--- config.mk ---
export PLATFORM = sky130hd
export DESIGN_NAME = snn_run_sequencer
export DESIGN_NICKNAME = d
export VERILOG_FILES = /design/src/rtl/snn_run_sequencer.sv
export SDC_FILE = /design/constraint.sdc
export NUM_CORES = 1
export LEC_CHECK = 0
export BUFFER_PORTS_ARGS = -buffer_cell sky130_fd_sc_hd__buf_4
export CAP_MARGIN = 25
export CORE_MARGIN = 2
export CORE_UTILIZATION = 60
export DETAILED_ROUTE_END_ITERATION = 8
export PLACE_DENSITY = 0.84
export SLEW_MARGIN = 30
export SYNTH_ARGS = -nofsm -noshare
export SYNTH_HDL_FRONTEND = slang
export SYNTH_SLANG_ARGS = --single-unit
--- constraint.sdc ---
create_clock -name clk -period 4.5 [get_ports clk]
set_input_delay 0.225 -clock clk [delete_from_list [all_inputs] [get_ports clk]]
set_output_delay 0.225 -clock clk [all_outputs]
set_load 0.05 [all_outputs]
--- src/rtl/snn_run_sequencer.sv ---
// snn_run_sequencer: FSM sequencing an SNN inference over layers/timesteps via 4-phase handshakes with a watchdog
module snn_run_sequencer #(
  parameter int NUM_TS     = 10,
  parameter int NUM_LAYERS = 2,
  parameter int TS_W       = 4,
  parameter int LY_W       = 2,
  parameter int TIMEOUT    = 1023
) (
  input  logic            clk,
  input  logic            rst,
  input  logic            go_i,
  output logic            busy_o,
  output logic            done_o,
  output logic            err_o,
  output logic [3:0]      err_state_o,
  output logic            flt_req_o,
  input  logic            flt_ack_i,
  output logic [LY_W-1:0] flt_layer_o,
  output logic            ts_req_o,
  input  logic            ts_ack_i,
  output logic [TS_W-1:0] ts_data_o,
  input  logic            ld_req_i,
  output logic            ld_ack_o,
  output logic            run_req_o,
  input  logic            run_ack_i,
  output logic [TS_W-1:0] run_ts_o,
  output logic [LY_W-1:0] run_layer_o,
  input  logic            cmp_req_i,
  output logic            cmp_ack_o
);
  localparam int WD_W = $clog2(TIMEOUT + 1);
  localparam logic [3:0] S_IDLE     = 4'd0;
  localparam logic [3:0] S_FLT_UP   = 4'd1;
  localparam logic [3:0] S_FLT_DN   = 4'd2;
  localparam logic [3:0] S_TS_UP    = 4'd3;
  localparam logic [3:0] S_TS_DN    = 4'd4;
  localparam logic [3:0] S_LD_WAIT  = 4'd5;
  localparam logic [3:0] S_LD_REL   = 4'd6;
  localparam logic [3:0] S_RUN_UP   = 4'd7;
  localparam logic [3:0] S_RUN_DN   = 4'd8;
  localparam logic [3:0] S_CMP_WAIT = 4'd9;
  localparam logic [3:0] S_CMP_REL  = 4'd10;
  localparam logic [3:0] S_NEXT     = 4'd11;
  localparam logic [3:0] S_ERR      = 4'd12;

  logic [4:0]      s1_q, s2_q;
  logic [3:0]      state_q, state_d, err_state_q, err_state_d;
  logic [TS_W-1:0] ts_q, ts_d;
  logic [LY_W-1:0] layer_q, layer_d;
  logic [WD_W-1:0] wd_q, wd_d;
  logic            err_q, err_d, done_q, done_d;
  logic            flt_ack_s, ts_ack_s, ld_req_s, run_ack_s, cmp_req_s;
  logic            active, start, wd_exp, adv, ts_last, ly_last;

  assign {cmp_req_s, run_ack_s, ld_req_s, ts_ack_s, flt_ack_s} = s2_q;
  assign active  = state_q != S_IDLE && state_q != S_ERR;
  assign start   = !active && go_i;
  assign wd_exp  = active && wd_q == WD_W'(TIMEOUT);
  assign ts_last = ts_q == TS_W'(NUM_TS - 1);
  assign ly_last = layer_q == LY_W'(NUM_LAYERS - 1);
  // Counters advance when leaving CMP_REL so the new indices are settled a cycle before the next req rises
  assign adv     = state_q == S_CMP_REL && !cmp_req_s && !wd_exp;

  // Next-state decode; a wrapped ts/layer pair of zero in NEXT marks the end of the run
  always_comb begin
    state_d = state_q;
    case (state_q)
      S_IDLE:     state_d = go_i ? S_FLT_UP : S_IDLE;
      S_FLT_UP:   state_d = flt_ack_s ? S_FLT_DN : S_FLT_UP;
      S_FLT_DN:   state_d = flt_ack_s ? S_FLT_DN : S_TS_UP;
      S_TS_UP:    state_d = ts_ack_s ? S_TS_DN : S_TS_UP;
      S_TS_DN:    state_d = ts_ack_s ? S_TS_DN : S_LD_WAIT;
      S_LD_WAIT:  state_d = ld_req_s ? S_LD_REL : S_LD_WAIT;
      S_LD_REL:   state_d = ld_req_s ? S_LD_REL : S_RUN_UP;
      S_RUN_UP:   state_d = run_ack_s ? S_RUN_DN : S_RUN_UP;
      S_RUN_DN:   state_d = run_ack_s ? S_RUN_DN : S_CMP_WAIT;
      S_CMP_WAIT: state_d = cmp_req_s ? S_CMP_REL : S_CMP_WAIT;
      S_CMP_REL:  state_d = cmp_req_s ? S_CMP_REL : S_NEXT;
      S_NEXT:     state_d = ts_q != '0 ? S_TS_UP : layer_q != '0 ? S_FLT_UP : S_IDLE;
      S_ERR:      state_d = go_i ? S_FLT_UP : S_ERR;
      default:    state_d = S_IDLE;
    endcase
    if (wd_exp) state_d = S_ERR;
  end

  // Counter, watchdog and status next values
  always_comb begin
    ts_d        = start ? '0 : adv ? (ts_last ? '0 : ts_q + TS_W'(1)) : ts_q;
    layer_d     = start ? '0 : (adv && ts_last) ? (ly_last ? '0 : layer_q + LY_W'(1)) : layer_q;
    wd_d        = (!active || state_d != state_q) ? '0 : wd_exp ? wd_q : wd_q + WD_W'(1);
    err_d       = wd_exp ? 1'b1 : start ? 1'b0 : err_q;
    err_state_d = wd_exp ? state_q : err_state_q;
    done_d      = state_q == S_NEXT && state_d == S_IDLE;
  end

  // Two-flop synchronizers for the asynchronous handshake inputs
  always_ff @(posedge clk or posedge rst)
    if (rst) begin
      s1_q <= '0;
      s2_q <= '0;
    end else begin
      s1_q <= {cmp_req_i, run_ack_i, ld_req_i, ts_ack_i, flt_ack_i};
      s2_q <= s1_q;
    end

  // FSM state, indices, watchdog and status registers
  always_ff @(posedge clk or posedge rst)
    if (rst) begin
      state_q     <= S_IDLE;
      ts_q        <= '0;
      layer_q     <= '0;
      wd_q        <= '0;
      err_q       <= 1'b0;
      err_state_q <= '0;
      done_q      <= 1'b0;
    end else begin
      state_q     <= state_d;
      ts_q        <= ts_d;
      layer_q     <= layer_d;
      wd_q        <= wd_d;
      err_q       <= err_d;
      err_state_q <= err_state_d;
      done_q      <= done_d;
    end

  assign busy_o      = active;
  assign done_o      = done_q;
  assign err_o       = err_q;
  assign err_state_o = err_state_q;
  assign flt_req_o   = state_q == S_FLT_UP;
  assign ts_req_o    = state_q == S_TS_UP;
  assign ld_ack_o    = state_q == S_LD_REL;
  assign run_req_o   = state_q == S_RUN_UP;
  assign cmp_ack_o   = state_q == S_CMP_REL;
  assign flt_layer_o = layer_q;
  assign ts_data_o   = ts_q;
  assign run_ts_o    = ts_q;
  assign run_layer_o = layer_q;
endmodule
==> results of run 1 <==
layer usage:
layer / vias to the layer above / track usage [%] / share of wire (%)
met5: - / 0 / 0
met4: 0 / 8.81 / 1.7
met3: 11 / 5.67 / 5.8
met2: 57 / 39.2 / 48
met1: 755 / 34.1 / 45
li1: 738 / - / -
registers in the layout, indices dropped and copies added (netlist names):
register / cells
done_o: 1
err_o: 1
err_state_o: 4
flt_layer_o: 2
run_ts_o: 4
s1_q: 5
s2_q: 5
state_q: 4
wd_q: 10
Yosys cell counts, types with 4 or more instances:
library cell | count | area share [%]
nand3_1 | 6 | 1.5
nor2_1 | 10 | 1.9
xnor2_1 | 6 | 2.6
nor3_1 | 9 | 2.3
a21oi_1 | 4 | 1.0
nor2b_1 | 5 | 1.6
nor4b_1 | 4 | 1.8
xor2_1 | 8 | 3.5
buf_4 | 10 | 3.8
and2_1 | 4 | 1.3
o21ai_0 | 8 | 2.0
dfrtp_1 | 36 | 45
nand4_1 | 4 | 1.3
nand2_1 | 14 | 2.6
inv_1 | 11 | 2.1
path summary, 6_finish.rpt:
kind / from / end
setup / recovery: state_q[2] / wd_q[6]
hold / removal: s1_q[0] / s2_q[0]
min in group asynchronous: rst / wd_q[4]
setup reg to reg: state_q[2] / wd_q[6]
max in group asynchronous: rst / wd_q[0]
hold reg to reg: s1_q[0] / s2_q[0]
area by class of cell:
cell class	count	area, um2	area share [%]
inverter	11	41.3	1.80
clock buffer	7	65.1	2.84
multi-input combinational	130	931	40.6
timing repair buffer	38	300	13.1
tap	44	55.1	2.40
sequential	36	901	39.3
metrics by stage:
| step | hold slack, ps | utilization (%) | area, um2 |
|---|---|---|---|
| floorplan | 256 | - | 1990 |
| global placement | 332 | 69.9 | 2170 |
| detailed placement | 335 | 69.9 | 2170 |
| CTS | 359 | 73.9 | 2290 |
| global route | 369 | 73.9 | 2290 |
| finish | 360 | 73.9 | 2290 |
critical path, delay by kind of cell (launching register included):
family | cells | cell delay (ps)
compound gates | 3 | 930
xor+xnor | 1 | 220
flops | 1 | 790
simple gates | 2 | 770
kinds of logic (layout without fill, tap and decap cells):
kind of cell / count (synthesis) / after routing / synth area share [%]
buffers and inverters: 27 / 56 / 7.87
AOI/OAI and AO/OA: 31 / 31 / 12.9
DFF: 36 / 36 / 45.3
and+or+nand+nor: 78 / 78 / 23.3
adders and majority gates: 1 / 1 / 0.629
xor gates and xnor gates: 16 / 16 / 7.80
muxes: 4 / 4 / 2.14
power by group:
part / switching (mW) / internal (mW) / total (mW)
registers: 0.107 / 0.358 / 0.465
clock network: 0.101 / 0.0885 / 0.189
logic: 0.436 / 0.246 / 0.682
total: 0.643 / 0.692 / 1.34
==> flow_metrics.py, run 1 <==
metrics = {
    "clocking": {
        "clk_path_buf_depth": 2,
        "cts_tree": "built",
        "clk_pin_slew_ps": 100,
        "clock-root-buffer": "clkbuf_4",
        "cts.repair.resized": 0,
        "cts_sinks": 36,
        "insertion_delay_ps": 340,
        "cts_hold_buf": 6,
        "cts_inserted_buffers": 5,
        "cts_setup_buffers": 0,
        "ctsHtreeMaxLevel": 2,
    },
    "sta": {
        "fin_tns_setup_ps": 0,
        "final-setup-viol-count": 0,
        "fin_ws_ps": 1690,
        "final_hold_viol_count": 0,
        "worstMarginPinSlew_ps": 673,
        "post-route-period-util_pct": 62.3,
        "min_period_ps": 2810,
        "fmax_mhz": 356,
        "skew_ps": 7.23,
        "slew_headroom_pct": 55.1,
        "rsz0062_at_grt": "no",
        "slew_violations": 0,
    },
    "min_path": {
        "holdPathStages": 0,
        "hold_class": "register to register",
    },
    "yosys": {
        "synthFlopType": "dfrtp_1",
        "synth_enable_flop_cells": 0,
        "netlist_area_mm2": 0.00199,
        "synth_sequential_area_ratio_pct": 45.3,
        "synth_cell_types": 53,
        "syn_inst": 193,
        "syn_nets": 202,
        "syn_area_per_cell_um2": 10.3,
        "synth-seq-cells": 36,
        "yosys_warnings": 0,
        "async_flop_share_pct": 100,
    },
    "drt": {
        "firstDrtPassIters": 4,
        "ant_nets": 0,
        "drc_errors": 0,
        "drt-wirelength-per-cell_um": 15.6,
        "drt_iter0_drc": 117,
        "vias_per_cell": 5.87,
        "wl_um": 4150,
        "vias": 1561,
    },
    "floorplanning": {
        "die-area_mm2": 0.00379,
        "die_y_um": 61.6,
        "die_x_um": 61.6,
        "num_rows": 20,
        "io_pins": 32,
        "core_area_mm2": 0.00310,
        "start_util_pct": 64.1,
    },
    "critical_path": {
        "critPathSlowestCell": "dfrtp_1",
        "regToRegSetupSlack_ps": 1690,
        "critPathLaunchType": "register",
        "critPathMaxFanout": 21,
        "criticalPathCategory": "register to register",
        "r2r_cells": 6,
        "cpPeakStageDelay_ps": 790,
        "required_ps": 4750,
        "critical_path.cell_chain": "xnor2_1 > a21boi_1 > nand2_1 > a31oi_1 > o211ai_2 > nor4_2",
        "end_kind": "register",
        "arrival_ps": 3060,
    },
    "global_route": {
        "grt_use_total_pct": 25.0,
        "grt_max_degree": 37,
        "grt_pass1_vias": 1408,
        "grt_overflow": 0,
        "antenna_found_initial": 0,
        "grt_pass1_wl_um": 6760,
    },
    "final_layout": {
        "final_nets": 231,
        "layout_common_cells": "dfrtp_1 (36), buf_4 (32), nand2_1 (14)",
        "final_common_cell": "dfrtp_1",
        "n_antenna_cell": 0,
        "drive_above_1_share_pct": 24.3,
        "layout.cells.non_filler": 266,
        "fill_cells": 235,
        "syn_to_final_growth_pct": 15.4,
    },
    "power_and_ir_drop": {
        "p_total_mw": 1.34,
        "ir_worst_vdd_mv": 0.374,
        "power.leakage_nw": 1.03,
        "pwr_density_cell_mw_per_mm2": 582,
    },
    "job": {
        "maxCapViolations": 0,
    },
    "place": {
        "port_buffers": 31,
        "dp_slack_ps": 1730,
        "dp.cells": 253,
        "place_congestion": 0.838,
        "dp_hpwl_um": 2960,
    },
    "run_status": {
        "status": "complete, no violations",
    },
}
Note: power is estimated with default switching activity, not from simulation.
==> run 2: changes to the inputs <==
- CORE_UTILIZATION: 60 -> 56
- PLACE_DENSITY: 0.84 -> 0.79
- clock period: 4.5 -> 2.59 ns (I/O delays scaled with it)
==> flow_metrics.py, run 2 (synthesized netlist as in run 1, its figures left out) <==
metrics = {
    "final_layout": {
        "final_core_util_pct": 68.8,
        "layout_common_cells": "dfrtp_1 (34), buf_4 (34), nand2_1 (14)",
        "final_cell_area_mm2": 0.00231,
        "final_nets": 233,
        "syn_to_final_growth_pct": 16.4,
        "largest_reg_flops": 10,
        "n_antenna_cell": 0,
        "top_register": "wd_q",
        "drive_above_1_share_pct": 25.9,
        "reg_top3": "wd_q: 10 flops, s1_q: 5 flops, s2_q: 5 flops",
    },
    "global_route": {
        "grt.busiest_layer": "met2",
        "grt_use_total_pct": 23.0,
        "grt_max_degree": 22,
        "met2_usage_pct": 35.9,
        "use_met3_pct": 5.36,
        "grt_pass1_wl_um": 7230,
        "met1_usage_pct": 31.1,
        "antenna_found_initial": 0,
        "grt_pass1_vias": 1538,
        "grt_overflow": 0,
    },
    "power_and_ir_drop": {
        "ir_worst_vdd_mv": 0.752,
        "power.leakage_nw": 1.04,
        "pwr_density_cell_mw_per_mm2": 1000,
        "p_total_mw": 2.32,
    },
    "drt": {
        "wl_um": 4130,
        "firstDrtPassIters": 4,
        "drt_iter0_drc": 161,
        "vias": 1519,
        "ant_nets": 0,
        "drt-wirelength-per-cell_um": 15.3,
        "vias_per_cell": 5.63,
        "drc_errors": 0,
    },
    "floorplanning": {
        "die-area_mm2": 0.00404,
        "die_x_um": 63.6,
        "start_util_pct": 59.1,
        "die_y_um": 63.6,
        "num_rows": 21,
        "core_area_mm2": 0.00336,
        "io_pins": 32,
    },
    "critical_path": {
        "cp.buffers_inverters": 0,
        "cp_top_family": "compound AO/OA/AOI/OAI gates",
        "criticalPathCategory": "register to register",
        "cpPeakStageDelay_ps": 560,
        "end_kind": "register",
        "critPathLaunchType": "register",
        "critical_path.cell_chain": "xnor2_1 > a21boi_1 > a211oi_2 > xor2_1 > o211ai_2 > nor4_2",
        "r2r-start": "state_q[2]",
        "critPathSlowestCell": "dfrtp_2",
        "critPathMaxFanout": 21,
        "regToRegSetupSlack_ps": 270,
        "worst_r2r_endpoint": "wd_q[6]",
        "crit_cells": 6,
        "endpoint": "wd_q[6]",
        "required_ps": 2850,
        "cp-startpoint": "state_q[2]",
        "r2r_cells": 6,
        "arrival_ps": 2570,
    },
    "sta": {
        "worstMarginPinSlew_ps": 667,
        "fin_tns_setup_ps": 0,
        "slew_headroom_pct": 55.5,
        "rsz0062_at_grt": "no",
        "fin_ws_ps": 275,
        "fmax_mhz": 432,
        "skew_ps": 8.68,
        "final-setup-viol-count": 0,
        "final_hold_viol_count": 0,
        "slew_violations": 0,
        "min_period_ps": 2320,
        "post-route-period-util_pct": 89.4,
    },
    "place": {
        "place_congestion": 0.904,
        "dp_hpwl_um": 2990,
        "dp_slack_ps": 163,
        "port_buffers": 31,
        "placed_cell_area_mm2": 0.00219,
    },
    "clocking": {
        "clock-root-buffer": "clkbuf_4",
        "clk_pin_slew_ps": 100,
        "ctsHtreeMaxLevel": 2,
        "cts_tree": "built",
        "clk_path_buf_depth": 2,
        "cts_sinks": 36,
        "insertion_delay_ps": 340,
        "cts_inserted_buffers": 5,
        "cts_setup_buffers": 0,
    },
    "run_status": {
        "status": "complete, no violations",
    },
    "min_path": {
        "hold_class": "input port to register",
        "hold_start": "go_i",
    },
    "job": {
        "maxCapViolations": 0,
    },
}
## run 2: metrics by stage
stage	hold slack, ps	cells
3_5_place_dp	240	257
4_1_cts	288	270
5_1_grt	326	270
6_report	310	270
2_1_floorplan	161	193
3_3_place_gp	232	257
## run 2: area by class of cell
cell class	count	area, um2
fill	301	1050
multi-input combinational	130	931
sequential	36	903
timing repair buffer	40	315
clock buffer	7	65.1
tap	46	57.6
inverter	11	41.3
## run 2: how the worst min path moves through the flow
stage | endpoint | slack (ps) | cells past startpoint
finish | run_ts_o[0] | 310 | 3
global route | run_ts_o[0] | 330 | 3
CTS | run_ts_o[0] | 290 | 3
detailed placement | s1_q[3] | 240 | 1
global placement | s1_q[4] | 230 | 2
floorplan | s1_q[0] | 160 | 0
## run 2: repair_timing
item / in CTS / in global routing
setup endpoints to repair: 0 / 9
hold endpoints to repair: 22 / 0
gates resized for setup: 0 / 2
hold buffers: 6 / 0
## run 2: routing by layer
layer / vias to the layer above / share of wire, %
li1: 746 / -
met1: 735 / 46
met2: 32 / 49
met3: 6 / 3.8
met4: 0 / 1.6
met5: - / 0
## run 2: tightest hold or removal path: stages
cell and delay, ps:
buf_4 130, and3_1 230, nor2_1 120
## run 2: where the power goes
| part | switching, mW | leakage (nW) | internal, mW |
|---|---|---|---|
| combinational | 0.768 | 0.527 | 0.434 |
| clock | 0.173 | 0.0374 | 0.154 |
| sequential | 0.167 | 0.471 | 0.626 |
